==> config.mk <==
export PLATFORM = sky130hd
export DESIGN_NAME = read_data_router
export DESIGN_NICKNAME = d
export VERILOG_FILES = /design/src/rtl/axi_rd_pkg.sv /design/src/rtl/rr_arb3.sv /design/src/rtl/read_data_router.sv
export SDC_FILE = /design/constraint.sdc
export NUM_CORES = 1
export LEC_CHECK = 0
export ABC_CLOCK_PERIOD_IN_PS = 8500
export BUFFER_PORTS_ARGS = -buffer_cell sky130_fd_sc_hd__buf_2
export CAP_MARGIN = 20
export CORE_MARGIN = 2
export CORE_UTILIZATION = 46
export DETAILED_ROUTE_END_ITERATION = 10
export PLACE_DENSITY = 0.95
export SETUP_SLACK_MARGIN = 0.2
export SLEW_MARGIN = 20
export SYNTH_ARGS = -nofsm -noshare
export SYNTH_HDL_FRONTEND = slang
export SYNTH_HIERARCHICAL = 1
export SYNTH_SLANG_ARGS = --single-unit
==> constraint.sdc <==
create_clock -name clk -period 8.5 [get_ports clk]
set_input_delay 2.125 -clock clk [delete_from_list [all_inputs] [get_ports clk]]
set_output_delay 2.125 -clock clk [all_outputs]
set_load 0.02 [all_outputs]
==> src/rtl/axi_rd_pkg.sv <==
// Shared types and constants for the AXI read-data return path.
package axi_rd_pkg;

    // Slave count: S0 (instruction memory), S1 (data memory), default slave.
    localparam int NUM_SLV = 3;

    // Master tags carried in RID[7:4] of every read-data beat.
    localparam logic [3:0] TAG_M0 = 4'b0001;
    localparam logic [3:0] TAG_M1 = 4'b0010;

    // Per-master routing state: free to arbitrate, or locked to one burst.
    typedef enum logic {
        IDLE,
        LOCK
    } rd_state_e;

    // Slave index, also the round-robin order.
    typedef enum logic [1:0] {
        S_S0 = 2'd0,
        S_S1 = 2'd1,
        S_SD = 2'd2
    } slv_idx_e;

    // Next slave in round-robin order, wrapping after the default slave.
    function automatic slv_idx_e next_slv(input slv_idx_e s);
        case (s)
            S_S0:    return S_S1;
            S_S1:    return S_SD;
            default: return S_S0;
        endcase
    endfunction

endpackage

==> src/rtl/rr_arb3.sv <==
// Three-request round-robin arbiter: grants the first requester at or after ptr.
module rr_arb3
    import axi_rd_pkg::*;
(
    input  logic [2:0] req,
    input  slv_idx_e   ptr,
    output logic       gnt_vld,
    output slv_idx_e   gnt_idx
);

    slv_idx_e cand;

    // Walk the three slots starting at ptr and keep the first requester found.
    always_comb begin
        // NOTE: every output of a combinational block gets a default first, so no path leaves it unassigned and no latch is inferred.
        gnt_vld = 1'b0;
        gnt_idx = ptr;
        cand    = ptr;
        for (int i = 0; i < 3; i++) begin
            if (!gnt_vld && req[cand]) begin
                gnt_vld = 1'b1;
                gnt_idx = cand;
            end
            cand = next_slv(cand);
        end
    end

endmodule

==> src/rtl/read_data_router.sv <==
// R-channel return path: steers slave read-data bursts to M0/M1 by RID tag,
// locking each master to one slave for the duration of a burst.
module read_data_router
    import axi_rd_pkg::*;
#(
    parameter int         NUM_S  = NUM_SLV,
    parameter logic [3:0] TAG_M0 = axi_rd_pkg::TAG_M0,
    parameter logic [3:0] TAG_M1 = axi_rd_pkg::TAG_M1
) (
    input  logic        clk,
    input  logic        rst,

    input  logic [7:0]  RID_S0,
    input  logic [31:0] RDATA_S0,
    input  logic [1:0]  RRESP_S0,
    input  logic        RLAST_S0,
    input  logic        RVALID_S0,
    output logic        RREADY_S0,

    input  logic [7:0]  RID_S1,
    input  logic [31:0] RDATA_S1,
    input  logic [1:0]  RRESP_S1,
    input  logic        RLAST_S1,
    input  logic        RVALID_S1,
    output logic        RREADY_S1,

    input  logic [7:0]  RID_SDEFAULT,
    input  logic [31:0] RDATA_SDEFAULT,
    input  logic [1:0]  RRESP_SDEFAULT,
    input  logic        RLAST_SDEFAULT,
    input  logic        RVALID_SDEFAULT,
    output logic        RREADY_SDEFAULT,

    output logic [3:0]  RID_M0,
    output logic [31:0] RDATA_M0,
    output logic [1:0]  RRESP_M0,
    output logic        RLAST_M0,
    output logic        RVALID_M0,
    input  logic        RREADY_M0,

    output logic [3:0]  RID_M1,
    output logic [31:0] RDATA_M1,
    output logic [1:0]  RRESP_M1,
    output logic        RLAST_M1,
    output logic        RVALID_M1,
    input  logic        RREADY_M1
);

    // Slave-side bundle, indexed by slv_idx_e.
    logic [7:0]       s_id    [NUM_S];
    logic [31:0]      s_data  [NUM_S];
    logic [1:0]       s_resp  [NUM_S];
    logic [NUM_S-1:0] s_last;
    logic [NUM_S-1:0] s_valid;
    logic [NUM_S-1:0] s_ready;

    assign s_id[0]   = RID_S0;
    assign s_id[1]   = RID_S1;
    assign s_id[2]   = RID_SDEFAULT;
    assign s_data[0] = RDATA_S0;
    assign s_data[1] = RDATA_S1;
    assign s_data[2] = RDATA_SDEFAULT;
    assign s_resp[0] = RRESP_S0;
    assign s_resp[1] = RRESP_S1;
    assign s_resp[2] = RRESP_SDEFAULT;
    assign s_last    = {RLAST_SDEFAULT, RLAST_S1, RLAST_S0};
    assign s_valid   = {RVALID_SDEFAULT, RVALID_S1, RVALID_S0};

    assign RREADY_S0       = s_ready[0];
    assign RREADY_S1       = s_ready[1];
    assign RREADY_SDEFAULT = s_ready[2];

    // Master-side bundle, index 0 = M0, 1 = M1.
    logic [1:0]             m_ready;
    logic [1:0]             m_valid;
    logic [1:0]             m_last;
    logic [1:0][3:0]        m_id;
    logic [1:0][31:0]       m_data;
    logic [1:0][1:0]        m_resp;
    logic [1:0][NUM_S-1:0]  m_route;   // one-hot slave currently connected to each master

    assign m_ready   = {RREADY_M1, RREADY_M0};
    assign RVALID_M0 = m_valid[0];
    assign RLAST_M0  = m_last[0];
    assign RID_M0    = m_id[0];
    assign RDATA_M0  = m_data[0];
    assign RRESP_M0  = m_resp[0];
    assign RVALID_M1 = m_valid[1];
    assign RLAST_M1  = m_last[1];
    assign RID_M1    = m_id[1];
    assign RDATA_M1  = m_data[1];
    assign RRESP_M1  = m_resp[1];

    logic [NUM_S-1:0] to_m0;
    logic [NUM_S-1:0] to_m1;
    logic [NUM_S-1:0] sink;

    // Decode each valid beat's tag into a request for M0, M1, or a discard.
    always_comb begin
        to_m0 = '0;
        to_m1 = '0;
        sink  = '0;
        for (int s = 0; s < NUM_S; s++) begin
            to_m0[s] = s_valid[s] && (s_id[s][7:4] == TAG_M0);
            to_m1[s] = s_valid[s] && (s_id[s][7:4] == TAG_M1);
            sink[s]  = s_valid[s] && !(s_id[s][7:4] == TAG_M0) && !(s_id[s][7:4] == TAG_M1);
        end
    end

    for (genvar m = 0; m < 2; m++) begin : g_mst
        logic [NUM_S-1:0] req;
        rd_state_e        state_q;
        slv_idx_e         owner_q;
        slv_idx_e         ptr_q;
        logic             gnt_vld;
        slv_idx_e         gnt_idx;
        logic             active;
        slv_idx_e         sel;
        logic             hs_last;

        assign req = (m == 0) ? to_m0 : to_m1;

        rr_arb3 u_arb (
            .req     (req),
            .ptr     (ptr_q),
            .gnt_vld (gnt_vld),
            .gnt_idx (gnt_idx)
        );

        // Select the connected slave: the owner while locked, else this cycle's winner.
        always_comb begin
            active = 1'b0;
            sel    = owner_q;
            if (!rst) begin
                if (state_q == LOCK) begin
                    active = 1'b1;
                    sel    = owner_q;
                end else if (gnt_vld) begin
                    active = 1'b1;
                    sel    = gnt_idx;
                end
            end
        end

        assign hs_last    = active && m_ready[m] && s_valid[sel] && s_last[sel];
        assign m_valid[m] = active && s_valid[sel];
        assign m_last[m]  = active && s_last[sel];
        assign m_id[m]    = active ? s_id[sel][3:0] : '0;
        assign m_data[m]  = active ? s_data[sel]    : '0;
        assign m_resp[m]  = active ? s_resp[sel]    : '0;
        assign m_route[m] = active ? (NUM_S'(1) << sel) : '0;

        // Burst lock FSM: a grant that does not finish with an RLAST handshake locks the master.
        always_ff @(posedge clk) begin
            if (rst) begin
                // NOTE: registered state uses non-blocking assignments so every flop samples pre-edge values.
                state_q <= IDLE;
                owner_q <= S_S0;
                ptr_q   <= S_S0;
            end else begin
                case (state_q)
                    IDLE: begin
                        if (gnt_vld) begin
                            if (hs_last) begin
                                ptr_q <= next_slv(gnt_idx);
                            end else begin
                                state_q <= LOCK;
                                owner_q <= gnt_idx;
                            end
                        end
                    end
                    LOCK: begin
                        if (hs_last) begin
                            state_q <= IDLE;
                            ptr_q   <= next_slv(owner_q);
                        end
                    end
                    default: state_q <= IDLE;
                endcase
            end
        end
    end

    // Slave ready: the routed master's ready, or an unconditional sink for unknown tags.
    always_comb begin
        s_ready = '0;
        for (int s = 0; s < NUM_S; s++) begin
            s_ready[s] = !rst && (sink[s]
                                  || (m_route[0][s] && m_ready[0])
                                  || (m_route[1][s] && m_ready[1]));
        end
    end

endmodule

* Word-level counts from Yosys, hierarchy flattened *
Index checks and enable logic that the tools add are counted.

storage, ports and cells
  output and inout port bits = 83
  logic and storage cells = 198
  flip-flop bits (word level) = 10
  input bits = 136

cells by class
  multiplexer cells = 90
  reduce and logical (&&, ||, !) cells = 64
  shift operators = 2
  bitwise gates (word level) = 6
  $lt $le $gt $ge = 10
  eq/ne operators = 20

operators by type and width
  cell                   count
  $mux W32               6
  $bmux W32 S2           2
  $mux W2                22
  $pmux W2 S2            10
  $logic_and A1 B1 Y1    35
  $bmux W8 S2            2
  $mux W1                26
  $lt A2 B3 Y1 const B   8
  $mux W4                6
  $bmux W1 S2            10
  $eq A2 B1 Y1 const B   8
  $logic_not A2 Y1       8
  $eq A4 B1 Y1 const B   3
  $eq A4 B2 Y1 const B   3
  $reduce_and A3 Y1      4
  $logic_not A1 Y1       11
  $bmux W2 S2            2
  $ne A2 B2 Y1 const B   4
  $ge A3 B3 Y1 const B   2
  $logic_or A1 B1 Y1     6
  $mux W3                2
  $not A2 Y3             2
  $shl A1 B2 Y3 const A  2
  $ne A2 B1 Y1 const B   2
  2 further kinds        6

* Depth between registers and ports, before layout *
Gate-level depths: netlist of the first run.

  depth in word-level cells = 21
  depth in mapped cells = 14
  mapped depth without buffers = 11

* Cells and area by module *
The synthesis of the first run kept the hierarchy.

by module, submodules not included
  module            cells an instance  sequential area each (um2)  instances  area an instance (um2)
  read_data_router  410                200.2                       1          3019.1
  rr_arb3           12                 0.0                         2          68.8

* Worst setup path before layout of the first run *
OpenSTA, ideal clock, no wires.

  path type = input port to output port
  start = input port RID_SDEFAULT[7]
  end = output port RREADY_SDEFAULT
  data required time = 6375 ps
  arrival time = 4745 ps
  path buffers = 2
  cell stages on the path = 11
  slack = 1630 ps
  cells stage by stage = nor2_1 nand2_1 nor3b_1 a211o_1 nor3b_4 mux2_2 buf_4 nor2_1 buf_2 nand2_1 a31oi_1

between the ends
  cells in the longest elaborated chain, start to end = 20
  elaborated cells between the ends (all ways) = 59
  those cells by class = 2 x eq/ne; 2 x shift; 36 x mux; 19 x reduce/logical

RTL lines
  element                        line                     text
  from (decl)                    read_data_router.sv:27   input logic [7:0] RID_SDEFAULT,
  $eq A4 B1 Y1 *                 read_data_router.sv:104  to_m0[s] = s_valid[s] && (s_id[s][7:4] == TAG_M0);
  $logic_and A1 B1 Y1 *          read_data_router.sv:104
  net g_mst[0].req[2]            read_data_router.sv:111  logic [NUM_S-1:0] req;
  $bmux W1 S2                    rr_arb3.sv:20            if (!gnt_vld && req[cand]) begin
  $mux W1 (not written as such)  rr_arb3.sv:20
  $mux W1                        rr_arb3.sv:20
  $logic_not A1 Y1               rr_arb3.sv:20
  $logic_and A1 B1 Y1            rr_arb3.sv:20
  [4 not listed]                 n/a
  net g_mst[0].gnt_vld           read_data_router.sv:115  logic gnt_vld;
  [1 not listed]                 n/a
  $mux W2                        read_data_router.sv:135  if (state_q == LOCK) begin
  $mux W2                        read_data_router.sv:134  if (!rst) begin
  $shl A1 B2 Y3                  read_data_router.sv:151  assign m_route[m] = active ? (NUM_S'(1) << sel) : '0;
  $mux W3 *                      read_data_router.sv:151
  $logic_and A1 B1 Y1 *          read_data_router.sv:189  || (m_route[0][s] && m_ready[0])
  $logic_or A1 B1 Y1 *           read_data_router.sv:189
  $logic_or A1 B1 Y1 *           read_data_router.sv:190  || (m_route[1][s] && m_ready[1]));
  $logic_and A1 B1 Y1 *          read_data_router.sv:188  s_ready[s] = !rst && (sink[s]
  to (decl)                      read_data_router.sv:32   output logic RREADY_SDEFAULT,

The timed path passes the listed nets; every way through them passes the cells marked *. The select of a mux whose other input is x is not followed.

* Worst setup path after layout of the first run *
  start = input port RID_SDEFAULT[7]
  end = output port RDATA_M0[31]

between the ends
  cells in the longest elaborated chain, start to end = 19
  elaborated cells between the ends (all ways) = 28
  those cells by class = 1 x eq/ne; 21 x mux; 1 x bitwise; 5 x reduce/logical

RTL lines
  element                                      line                     text
  $eq A4 B1 Y1 *                               read_data_router.sv:104
  $logic_and A1 B1 Y1 *                        read_data_router.sv:104
  net g_mst[0].req[2]                          read_data_router.sv:111
  $bmux W1 S2                                  rr_arb3.sv:20
  $mux W1 (not written as such)                rr_arb3.sv:20
  $mux W1                                      rr_arb3.sv:20
  $logic_not A1 Y1                             rr_arb3.sv:20
  $logic_and A1 B1 Y1                          rr_arb3.sv:20
  [4 not listed]                               n/a
  net g_mst[0].gnt_vld                         read_data_router.sv:115
  $mux W2                                      read_data_router.sv:138  end else if (gnt_vld) begin
  $mux W2                                      read_data_router.sv:135
  $mux W2                                      read_data_router.sv:134
  $not A2 Y3 (not written as such)             read_data_router.sv:149  assign m_data[m] = active ? s_data[sel] : '0;
  $bmux W32 S2                                 read_data_router.sv:149
  $mux W32 (not written as such) (2 in a row)  read_data_router.sv:149
  $mux W32 *                                   read_data_router.sv:149
  to (decl)                                    read_data_router.sv:35   output logic [31:0] RDATA_M0,

Marked as above.

==> results of run 1 <==
state kept, by name (all words and copies together) (netlist names):
name and count:
g_mst.owner_q 4, g_mst.ptr_q 4, g_mst.state_q 2
cell usage after synthesis, types with 2 or more instances:
cell type	n
nand3b_1	3
and2_1	2
a21o_1	3
nand3_1	2
a211oi_2	2
mux2_4	2
o21ai_0	4
clkbuf_1	20
o22ai_1	2
a211o_1	2
nor3b_1	10
o21bai_1	2
buf_2	12
inv_1	4
a2bb2oi_1	40
mux2_2	40
buf_4	5
nor3_1	4
nand2b_1	17
nor2_1	91
nand2_1	23
dfxtp_1	10
a22oi_1	38
and2_4	2
a31oi_1	4
buf_6	3
nor2b_1	6
xor2_1	3
mux2i_1	52
a21oi_1	13
worst paths after layout:
kind	cells past startpoint	end	start	slack, ps
setup / recovery	12	RDATA_M0[31]	RID_SDEFAULT[7]	660
hold / removal	2	g_mst[0].ptr_q[0]	g_mst[0].ptr_q[0]	530
setup reg to reg	8	g_mst[0].owner_q[0]	g_mst[0].ptr_q[1]	5700
hold reg to reg	2	g_mst[0].ptr_q[0]	g_mst[0].ptr_q[0]	530
power by group:
group / leakage [uW] / internal [uW] / total [uW] / switching, uW
logic: 0.00199 / 69.4 / 151 / 81.7
registers: 0.0000808 / 47.8 / 50.0 / 2.17
clock network: 0.0000216 / 31.1 / 51.0 / 19.8
total: 0.00209 / 148 / 252 / 104
routing by layer:
layer,share of wire [%],global-route usage [%],vias to the layer above
li1,-,-,1982
met1,37,36.41,1940
met4,3.4,12.93,0
met3,9.4,2.762,61
met5,0,0,-
met2,50,51.21,322
through the flow:
step	instance area, um2	setup slack, ps	util, %
after detailed placement	4208	722.3	62.63
after CTS	4249	708.1	63.24
final	4255	663.5	63.33
after global placement	4208	952.7	62.63
after global routing	4255	412.2	63.33
after floorplan	3157	1630	-
critical path, stage by stage:
cell and delay, ps:
buf_2 90, nor2_1 140, nand2_1 90, nor3b_1 540, a211o_1 320, nor3b_4 480
mux2_2 610, nor2_4 500, buf_4 350, a22oi_1 130, nor2_1 130, buf_2 190
logic make-up (layout without fill, tap and decap cells):
group                     Yosys count  in the layout
and+or+nand+nor                   164            164
buffers and inverters              44            228
xor gates and xnor gates            3              3
muxes                              94             94
AOI/OAI and AO/OA                 119            119
DFF                                10             10
cell type report:
cell class / count / share of cell area (%)
clock buffers: 3 / 0.9703
inverters: 4 / 0.3528
multi-input cells: 380 / 65.45
flip-flops and latches: 10 / 4.705
well taps: 80 / 2.352
repair buffers: 221 / 26.17
==> flow_results.org, run 1 <==
** Status
- The flow ran to the end, and the final reports show no timing, DRC or antenna violations.

** Power and ir drop
- Leakage power total :: 0.002092 uW
- Power density cells :: 59.23 mW/mm2
- The worst-case IR drop observed on VDD is 0.03519 mV.
- Final total power :: 252.1 uW

** GRT
- Overflow after GRT :: 0
- First-pass GRT wire length :: 18,350 um
- The number of global-route vias before repair is 4,044.
- For this run, the total global-route usage over all layers was measured as 29.38%.
- Initial antenna violation count :: 0
- Maximum number of pins on one net before global-route repair :: 44

** Min path
- Hold/Removal Path Class :: flip-flop to flip-flop

** Place
- Port buffering added 218 buffers.
- Including well taps, the total number of placed cells is 695.
- At the end of routability-driven placement, the weighted congestion stood at 0.8922.
- After legalization and detailed placement, the total HPWL measured 8979 um.

** STA
- Final number of hold-violating endpoints :: 0
- Fin. max-slew vios :: 0
- Relative slew margins :: 31.43%
- Number of endpoints failing setup at the final stage :: 0
- The worst path uses 92.19% of the clock period.
- Worst Skew :: 0.2141 ps
- Final setup TNS :: 0 ps
- Setup repair after global routing missed its margin :: false
- At the pin with the least slew margin, the transition time is 1026 ps.
- Worst-case hold slack :: 531.3 ps
- Static timing analysis puts the maximum clock frequency at 127.6 MHz.
- The worst path in the final design needs a cycle of 7836 ps, including I/O delays and setup.

** CTS
- Buffer count from post-CTS setup fixing :: 0
- Post_cts resized :: 0
- Clock tree synthesis found a total of 10 sinks.
- At the later pin of the worst-skew pair, clock insertion delay measures 240 ps.
- Num CTS Buffers :: 3
- After clock tree synthesis, the clock-pin slew on the worst setup and hold paths is 50 ps.
- Clock tree from TritonCTS :: done
- The longest clock path from root to sink contains 2 buffers.
- In this run the number of H-tree levels came out at 1.
- Count of hold-fix buffers inserted at cts :: 0
- Root buffer selected by CTS :: clkbuf_8

** Floorplan
- Die ar. :: 0.007541 mm2
- The total area inside the core boundary comes to 0.006719 mm2.
- Row Count :: 30
- Die outline width :: 86.84 um
- In this run the vertical extent of the chip is 86.84 um.
- 219 I/O pins were placed.
- Starting Density :: 46.98%

** Route
- First-pass DRT Iterations :: 8
- Average wire length per cell after detail routing :: 17.34 um
- Using the TritonRoute via totals, the vias-per-cell ratio works out to 6.168.
- Number of DRC markers after the initial detailed-route iteration :: 267
- Vias post-DR :: 4,305
- Drc violations :: 0
- Wires add up to 12,100 um.
- The count of nets left with antenna violations once routing finished came out at 0.

** Run
- Max-cap violations in this run came to 0.

** Synthesis
- Yosys mapped a number of flops with a built-in enable equal to 0.
- Portion of netlist area occupied by mux cells :: 31.71%
- Cell type with the largest total area after synthesis :: mux2i_1
- Counting flops and latches in the post-synthesis netlist gives 10.
- Syn nets :: 570
- Counting flops with an async set or reset pin after synthesis yields a share of 0%.
- The synthesized netlist contains 43 unique library cells.
- The synthesized netlist devotes 0% of its cell area to adder and majority cells.
- Averaged over all synthesized cells, the footprint is 7.274 um2.
- Proportion of synthesized chip area in sequential cells :: 6.342%
- In the post-synthesis netlist, the biggest area contributors are mux2i_1, mux2_2, a2bb2oi_1, nor2_1, a22oi_1.
- Summing the areas of all compound-gate instances in the mapped netlist gives 29.53% of the synthesized area.
- Synthesis handed over a netlist of 434 instances.
- Combinational family with the most area after synthesis :: multiplexers
- The share of synthesized area in the top cell type comes to 16.49%.
- Post-Synth XOR/XNOR Area :: 0.8323%
- The Yosys step of the flow raised 6 warnings.
- Summing every instance area after synthesis gives 0.003157 mm2.
- The most used flip-flop cell after synthesis is dfxtp_1.
- Simple-Gate Fraction of Synth Area :: 24.57%

** Layout
- In the final design database the tool counted 756 nets.
- Number of fill cells in the layout :: 551
- Seq. cell area :: 200.2 um2
- The number of antenna diodes in the final layout is 0.
- The finished layout holds 698 standard cells, fillers aside.
- Commonest cells after routing, fill and taps aside :: buf_2, nor2_1, mux2i_1, a2bb2oi_1, mux2_2
- The multi-input combinational cells in the finished layout cover a total of 0.002785 mm2.
- Most common cell after layout, fill and taps aside :: buf_2
- Synth-to-Final Area Change :: 34.80%
- Of the cells placed in the final design, the portion with a size suffix greater than 1 is 45.63%.

** Setup path
- Critical setup path kind :: primary input to output port
- Sort of element at the end of the critical path :: output port
- Data arrival time of the critical path :: 5710 ps
- CP Data Required Time :: 6380 ps
- Startpoint class of the critical path :: primary input
- Of all nets on the critical path, the largest fanout is 22.
No activity file was read; power rests on OpenSTA's default activity.
==> run 2: changes to the inputs <==
PLACE_DENSITY = 0.85   (was 0.95)
SETUP_SLACK_MARGIN = default   (was 0.2)
==> run 2 against run 1 <==
Against the previous run: global-route usage grew 0.68 points; sequential share of layout area is essentially flat; combinational power is essentially flat; largest cell class unchanged; count of clock-buffer cells in the layout is the same; worst hold slack gained 5.0 ps; worst setup slack gained 130 ps; die area is the same; critical path depth is the same; core utilization grew 0.30 points.
==> flow_results.org, run 2 (synthesis results as in run 1) <==
** Status
- Result of the run: complete, no violations (unchanged).

** Setup path
- The data arrival time of the critical path is 5580 ps (was 5710 ps).
- The path type of the worst setup path is primary input to output port (unchanged).
- CP Data Required Time :: 6380 ps (about the same)
- Startpoint class of the critical path :: primary input (unchanged)
- Max Fanout on Critical Path :: 25 (was 22)
- Sort of element at the end of the critical path :: output port (unchanged)

** GRT
- The total track usage is 30.06% (was 29.38%).
- Number of global-route vias before repair :: 4,118 (was 4,044)
- First-pass GRT wire length :: 18,790 um (was 18,350 um)
- Maximum number of pins on one net before global-route repair :: 44 (unchanged)
- Initial antenna violation count :: 0 (unchanged)
- Overflow after GRT :: 0 (unchanged)

** STA
- The aggregate negative setup slack came to 0 ps (unchanged).
- Final number of hold-violating endpoints :: 0 (unchanged)
- Ratio of final minimum period to clock period :: 90.63% (was 92.19%)
- The count of final max-slew check failures was 0 (unchanged).
- Worst Skew :: 0.2323 ps (was 0.2141 ps)
- Number of endpoints failing setup at the final stage :: 0 (unchanged)
- The fmax came to 129.8 MHz (was 127.6 MHz).
- Setup repair after global routing missed its margin: false (unchanged).
- Tightest Pin Transition :: 1052 ps (was 1026 ps)
- The worst slew margin relative to its limit was 29.69% (was 31.43%).
- The minimum period implied by the final worst setup slack is 7703 ps (was 7836 ps).
- Worst-case hold slack :: 536.3 ps (was 531.3 ps)

** Floorplan
- The area of the placeable core was 0.006719 mm2 (unchanged).
- The height of the die was 86.84 um (unchanged).
- The area enclosed by the die boundary is 0.007541 mm2 (unchanged).
- Row Count :: 30 (unchanged)
- The initial core utilization is 46.98% (unchanged).
- Ports placed on the boundary :: 219 (unchanged)
- Die outline width :: 86.84 um (unchanged)

** Power and ir drop
- The post-layout total power came to 251.6 uW (was 252.1 uW).
- Leakage power total :: 0.002100 uW (was 0.002092 uW)
- The largest vdd supply drop was 0.02569 mV (was 0.03519 mV).
- The power density over cell area was 58.85 mW/mm2 (was 59.23 mW/mm2).

** Run
- # Max-Cap Violations :: 0 (unchanged)

** Route
- Vias post-DR :: 4,309 (was 4,305)
- Sum of routed wire length over all layers :: 12,270 um (was 12,100 um)
- Drc violations :: 0 (unchanged)
- Average wire length per cell after detail routing :: 17.55 um (was 17.34 um)
- The initial detailed-routing violation count is 309 (was 267).
- The detail-routed via count per cell is 6.165 (was 6.168).
- The post-detailed-route count of antenna-violating nets is 0 (unchanged).
- First-pass DRT Iterations :: 8 (unchanged)

** CTS
- The CTS tree was done (unchanged).
- Maximum buffer depth of the clock tree :: 2 (unchanged)
- The clock-pin transition on the worst setup and hold timing paths is 50 ps (about the same).
- Count of hold-fix buffers inserted at cts :: 0 (unchanged)
- Num CTS Buffers :: 3 (unchanged)
- H-Tree Level Count :: 1 (unchanged)
- TritonCTS sink count :: 10 (unchanged)
- The number of instances resized during post-cts repair is 0 (unchanged).
- The cell chosen for the clock root is clkbuf_8 (unchanged).
- The total setup buffers inserted after CTS was 0 (unchanged).
- Worst skew pair latency :: 240 ps (about the same)

** Layout
- Commonest cells after routing, fill and taps aside: buf_2, nor2_1, mux2i_1, a2bb2oi_1, mux2_2 (unchanged).
- Most common cell after layout, fill and taps aside :: buf_2 (unchanged)
- The final layout net count was 757 (was 756).
- Final core occ :: 63.63% (was 63.33%)
- Synth-to-Final Area Change :: 35.43% (was 34.80%)
- The antenna diode instance count is 0 (unchanged).
- The share of cells above drive strength 1 was 45.72% (was 45.63%).
- Largest registers in the final layout :: g_mst.owner_q: 4 flops, g_mst.ptr_q: 4 flops, g_mst.state_q: 2 flops (unchanged)

** Place
- Half-perimeter wire length of the detailed placement result :: 8747 um (was 8979 um)
- Number of port buffers :: 218 (unchanged)
- Final estimated routing congestion in global placement :: 0.9303 (was 0.8922)

** Min path
- Hold/Removal Path Class :: flip-flop to flip-flop (unchanged)
## run 2: worst paths after layout
check	start	to	slack, ps	depth (start not counted)
setup / recovery	RID_SDEFAULT[7]	RDATA_M0[24]	800	12
hold / removal	g_mst[0].ptr_q[0]	g_mst[0].ptr_q[0]	540	2
setup reg to reg	g_mst[0].ptr_q[1]	g_mst[0].owner_q[0]	5660	7
hold reg to reg	g_mst[0].ptr_q[0]	g_mst[0].ptr_q[0]	540	2
## run 2: power by group
part	internal [uW]	leakage (uW)	switching [uW]	total (uW)
sequential	47.9	0.0000808	2.26	50.1
clock	31.1	0.0000216	19.5	50.5
combinational	69.6	0.00200	81.3	151
## run 2: final cells by class
cell class,count,area [um2]
Multi-Input combinational cell,380,2785
Fill cell,594,2444
Timing Repair Buffer,222,1134
Sequential cell,10,200.2
Tap cell,80,100.1
Clock buffer,3,41.29
Inverter,4,15.01
## run 2: per-layer routing
metal	part of all wire [%]	up-vias	routed length (um)	GRT usage [%]
met5	0	-	0	0
met1	38	2013	4653	35.45
met4	2.5	0	306	12.36
met2	51	277	6281	53.99
met3	8.4	37	1028	4.190
li1	-	1982	-	-
## run 2: through the flow
step | instance area (um2) | std cells | setup WS [ps]
6_report | 4275 | 699 | 796.6
5_1_grt | 4275 | 699 | 509.5
4_1_cts | 4269 | 699 | 820.9
3_5_place_dp | 4228 | 696 | 851.7
3_3_place_gp | 4228 | 696 | 967.7
2_1_floorplan | 3157 | 434 | 1630
## run 2: worst max-delay path, cell delays in order
cell and delay [ps]:
buf_2 90, nor2_1 130, nand2_1 90, nor3b_1 520
a211o_1 320, nor3b_4 500, mux2_2 550, buf_4 420
mux2_2 380, a22oi_1 150, nor2_1 70, buf_2 210
==> run 3: changes to the inputs <==
ABC_CLOCK_PERIOD_IN_PS = 8900   (was 8500)
CORE_UTILIZATION = 47   (was 46)
PLACE_DENSITY = 0.86   (was 0.85)
SYNTH_HIERARCHICAL = default   (was 1)
clock period = 8.9 ns   (was 8.5 ns; I/O delays follow)
==> run 3 against run 2 <==
Against the previous run: via count decreased by 2.7%; count of clock-buffer cells in the layout unchanged; cell count decreased by 2.1%; die area decreased by 0.32%; flip-flop and latch count unchanged; highest routed layer unchanged; sequential power decreased by 2%; global-route usage decreased by 0.23 points; critical endpoint is now RDATA_M1[8].
==> flow_results.org, run 3 <==
** Status
- Result of the run :: complete, no violations (unchanged)

** STA
- The worst slew margin relative to its limit is 46.47% (was 29.69%).
- The worst clock skew on the final layout came to 0.2659 ps (was 0.2323 ps).
- The count of final max-slew check failures is 0 (unchanged).
- The routed design could run at a clock period as short as 7611 ps.
- Tightest Pin Transition :: 800.4 ps (was 1052 ps)
- Final setup TNS :: 0 ps (unchanged)
- Setup repair after global routing missed its margin: false (unchanged).
- Ratio of final minimum period to clock period :: 85.52%
- The final setup violation count came to 0 (unchanged).
- The minimum hold slack came to 520.1 ps (was 536.3 ps).
- The post-layout worst setup margin came to 1289 ps (was 796.6 ps).
- Final number of hold-violating endpoints :: 0 (unchanged)
- Timing would allow up to 131.4 MHz.

** GRT
- The number of global-route vias before repair is 4,040 (was 4,118).
- The total track usage came to 29.82% (was 30.06%).
- The largest net degree at the start of global routing was 30 (was 44).
- The total congestion overflow came to 0 (unchanged).
- The initial antenna violation count came to 0 (unchanged).
- The global-route wire length before repair was 18,530 um (was 18,790 um).

** CTS
- H-Tree Level Count :: 1 (unchanged)
- Post_cts resized :: 0 (unchanged)
- Clock-pin slew reported for the worst setup and hold paths after clock tree synthesis :: 40 ps (was 50 ps)
- The cell chosen for the clock root is clkbuf_8 (unchanged).
- Worst skew pair latency :: 240 ps (about the same)
- Clock tree from TritonCTS :: done (unchanged)
- The post-cts hold buffer count is 0 (unchanged).
- TritonCTS sink count :: 10 (unchanged)
- The maximum count of clock buffers along a single path was 2 (unchanged).
- The number of buffers created by CTS came to 3 (unchanged).
- The total setup buffers inserted after CTS was 0 (unchanged).

** Route
- The final wirelength was 11,950 um (was 12,270 um).
- The post-detailed-route count of antenna-violating nets is 0 (unchanged).
- The detail-routed via count per cell is 6.130 (was 6.165).
- The routed via count is 4,193 (was 4,309).
- Drc violations :: 0 (unchanged)
- Number of DRC markers after the initial detailed-route iteration :: 191 (was 309)
- The number of optimization iterations in the first detailed-route pass was 5 (was 8).
- Average wire length per cell after detail routing :: 17.47 um (was 17.55 um)

** Setup path
- Max incr delay on CP :: 430 ps (was 550 ps)
- Max Fanout on Critical Path :: 28 (was 25)
- The worst-case register-to-register setup slack was 6000 ps (was 5660 ps).
- The number of cell instances on the worst register-to-register path came to 7 (unchanged).
- The master of the slowest instance on the critical path was buf_4 (was mux2_2).
- The source of the worst register-to-register timing path is g_mst[1].ptr_q[1] (was g_mst[0].ptr_q[1]).
- The startpoint class of the critical path was a primary input (unchanged).
- Worst R2R End :: g_mst[1].owner_q[1] (was g_mst[0].owner_q[0])
- Critical setup path kind :: primary input to output port (unchanged)
- CP Data Required Time :: 6680 ps (was 6380 ps)
- CP Cell Sequence :: buf_2 > or3b_1 > or2_1 > a21o_1 > a211oi_2 > mux2i_4 > buf_4 > and2_1 > buf_4 > o2bb2ai_1 > and2_1 > buf_2 (was buf_2 > nor2_1 > nand2_1 > nor3b_1 > a211o_1 > nor3b_4 > mux2_2 > buf_4 > mux2_2 > a22oi_1 > nor2_1 > buf_2)
- Sort of element at the end of the critical path :: output port (unchanged)
- The data arrival time of the critical path came to 5390 ps (was 5580 ps).

** Layout
- Share of layout cells above drive strength 1 :: 40.56% (was 45.72%)
- The design area was 0.004392 mm2 (was 0.004275 mm2).
- The count of fill cells added during filler insertion came to 575 (was 594).
- The area occupied by registers was 200.2 um2 (unchanged).
- The post-route non-filler standard cell count came to 684 (was 699).
- The area occupied by multi-input gates is 0.002839 mm2 (was 0.002785 mm2).
- The final layout net count is 742 (was 757).
- Commonest cells after routing, fill and taps aside :: buf_2, and2_1, mux2i_1, o2bb2ai_1, buf_4 (was buf_2, nor2_1, mux2i_1, a2bb2oi_1, mux2_2)
- The antenna diode instance count came to 0 (unchanged).
- Largest registers in the final layout :: g_mst.owner_q: 4 flops, g_mst.ptr_q: 4 flops, g_mst.state_q: 2 flops (unchanged)
- Synth-to-Final Area Change :: 36.63% (was 35.43%)
- The most common library cell in the layout ignoring fill and taps is buf_2 (unchanged).

** Synthesis
- Async set or reset register ratio after synthesis :: 0% (unchanged)
- Number of distinct standard cells referenced by the synthesized netlist :: 40 (was 43)
- Proportion of synthesized chip area in sequential cells :: 6.228% (was 6.342%)
- The number of enable flip-flop cells after synthesis came to 0 (unchanged).
- Post-synth top flop :: dfxtp_1 (unchanged)
- The mean cell area of the mapped netlist is 7.802 um2 (was 7.274 um2).
- Most instantiated library cell after synthesis :: mux2i_1 (was nor2_1)
- YS warnings :: 0 (was 6)
- Commonest cells in the synthesized netlist: mux2i_1, and2_1, o2bb2ai_1, buf_2, clkbuf_1 (was nor2_1, mux2i_1, a2bb2oi_1, mux2_2, a22oi_1).
- Synth top area cells: mux2i_1, o2bb2ai_1, and2_1, dfxtp_1, buf_2 (was mux2i_1, mux2_2, a2bb2oi_1, nor2_1, a22oi_1).
- Number of synthesized register bits :: 10 (unchanged)
- The gate count after technology mapping came to 412 (was 434).
- The post-synthesis cell type with the largest combined area is mux2i_1 (unchanged).
- The net count after synthesis came to 548 (was 570).
- Synthesized area :: 0.003214 mm2 (was 0.003157 mm2)
- The top-area cell type share of the netlist area was 26.16% (was 16.49%).

** Power and ir drop
- Maximum vdd ir drop :: 0.03698 mV (was 0.02569 mV)
- The sequential power share was 17.0% (was 19.9%).
- Power density cells :: 65.32 mW/mm2 (was 58.85 mW/mm2)
- The cell-internal power is 159.5 uW (was 148.6 uW).
- The net load switching power was 127.4 uW (was 103.0 uW).
- The clock group share of total power was 16.6% (was 20.1%).
- The leakage power figure came to 0.002499 uW (was 0.002100 uW).
- Net switching share of the total power :: 44.40% (was 40.95%)
- The portion of total power attributed to combinational logic was 66.3% (was 60.0%).

** Place
- The pre-CTS setup slack was 1346 ps (was 851.7 ps).
- Placed instance count :: 681 (was 696)
- The final weighted congestion of routability-driven global placement is 0.9609 (was 0.9303).
- Cell Area, Placed :: 0.004342 mm2 (was 0.004228 mm2)
- The count of input and output buffers was 218 (unchanged).
- The estimated wirelength of the detail-placed design came to 9144 um (was 8747 um).

** Floorplan
- Chip Height :: 86.70 um (was 86.84 um)
- Die ar. :: 0.007517 mm2 (was 0.007541 mm2)
- Core area :: 0.006719 mm2 (unchanged)
- The number of top-level pins came to 219 (unchanged).
- The initial core utilization was 47.84% (was 46.98%).
- The placement row count is 30 (unchanged).
- Die outline width :: 86.70 um (was 86.84 um)

** Run
- # Max-Cap Violations :: 0 (unchanged)

** Min path
- Destination of the worst hold path :: g_mst[1].owner_q[0] (was g_mst[0].ptr_q[0])
- The hold path depth came to 2 (unchanged).
- Hold/Removal Path Class :: flip-flop to flip-flop (unchanged)
- The source of the worst hold timing path is g_mst[1].owner_q[0] (was g_mst[0].ptr_q[0]).
[run 3: cell types whose count changed after synthesis, moves of 32 or more]
cell | previous run | this run
a2bb2oi_1 | 40 | 0
mux2_2 | 40 | 4
mux2i_1 | 52 | 84
nor2_1 | 91 | 3
o2bb2ai_1 | 0 | 80
a22oi_1 | 38 | 1
and2_1 | 2 | 82
[run 3: worst max-delay path: cells and delay by family]
family / cells / cell delay (ps)
and+or+nand+nor: 4 / 1080
buffers and inverters: 4 / 990
AOI/OAI and AO/OA: 3 / 790
muxes: 1 / 290
[run 3: metrics by stage]
step           total power (uW)  utilization, %
2_1_floorplan             165.1               -
3_3_place_gp              231.1           64.62
3_5_place_dp              237.0           64.62
4_1_cts                   283.8           65.23
5_1_grt                   304.6           65.36
6_report                  286.9           65.36
[run 3: layout make-up]
| class | instances | area share [%] |
|---|---|---|
| inverters | 8 | 0.6838 |
| clock buffers | 3 | 0.9402 |
| repair buffers | 230 | 26.89 |
| multi-input cells | 353 | 64.64 |
| flip-flops and latches | 10 | 4.558 |
| well taps | 80 | 2.279 |
[run 3: kinds of logic (layout without fill, tap and decap cells)]
family	count (synthesis)	in the layout	share of synthesized area, %
DFF	10	10	6.228
muxes	88	88	27.56
AOI/OAI and AO/OA	134	134	34.10
and+or+nand+nor	131	131	25.22
buffers and inverters	49	241	6.890
[run 3: metal layers]
layer	share of wire [%]	routed length, um	track usage (%)	up-vias
met5	0	0	0	-
met4	2.5	298	10.51	0
met3	7.2	866	4.190	34
met2	50	5964	53.36	220
met1	40	4822	36.20	1956
li1	-	-	-	1983
[run 3: power by group through the flow]
stage / sequential (uW) / clock, uW / combinational, uW
after floorplan: 48.3 / 0 / 117
after CTS: 48.8 / 47.2 / 188
after global placement: 49.6 / 0 / 181
after detailed placement: 49.7 / 0 / 187
final: 48.9 / 47.7 / 190
after global routing: 49.1 / 50.0 / 206
[run 3: worst max path at each step]
stage,cells after the start,startpoint,slack (ps),to
after floorplan,10,RID_SDEFAULT[7],2080,RDATA_M0[0]
after global placement,11,RVALID_SDEFAULT,1420,RDATA_M0[25]
after detailed placement,12,RVALID_SDEFAULT,1350,RID_M0[3]
after CTS,12,RVALID_SDEFAULT,1340,RID_M0[3]
after global routing,12,RVALID_SDEFAULT,1100,RDATA_M1[8]
final,12,RVALID_SDEFAULT,1290,RDATA_M1[8]
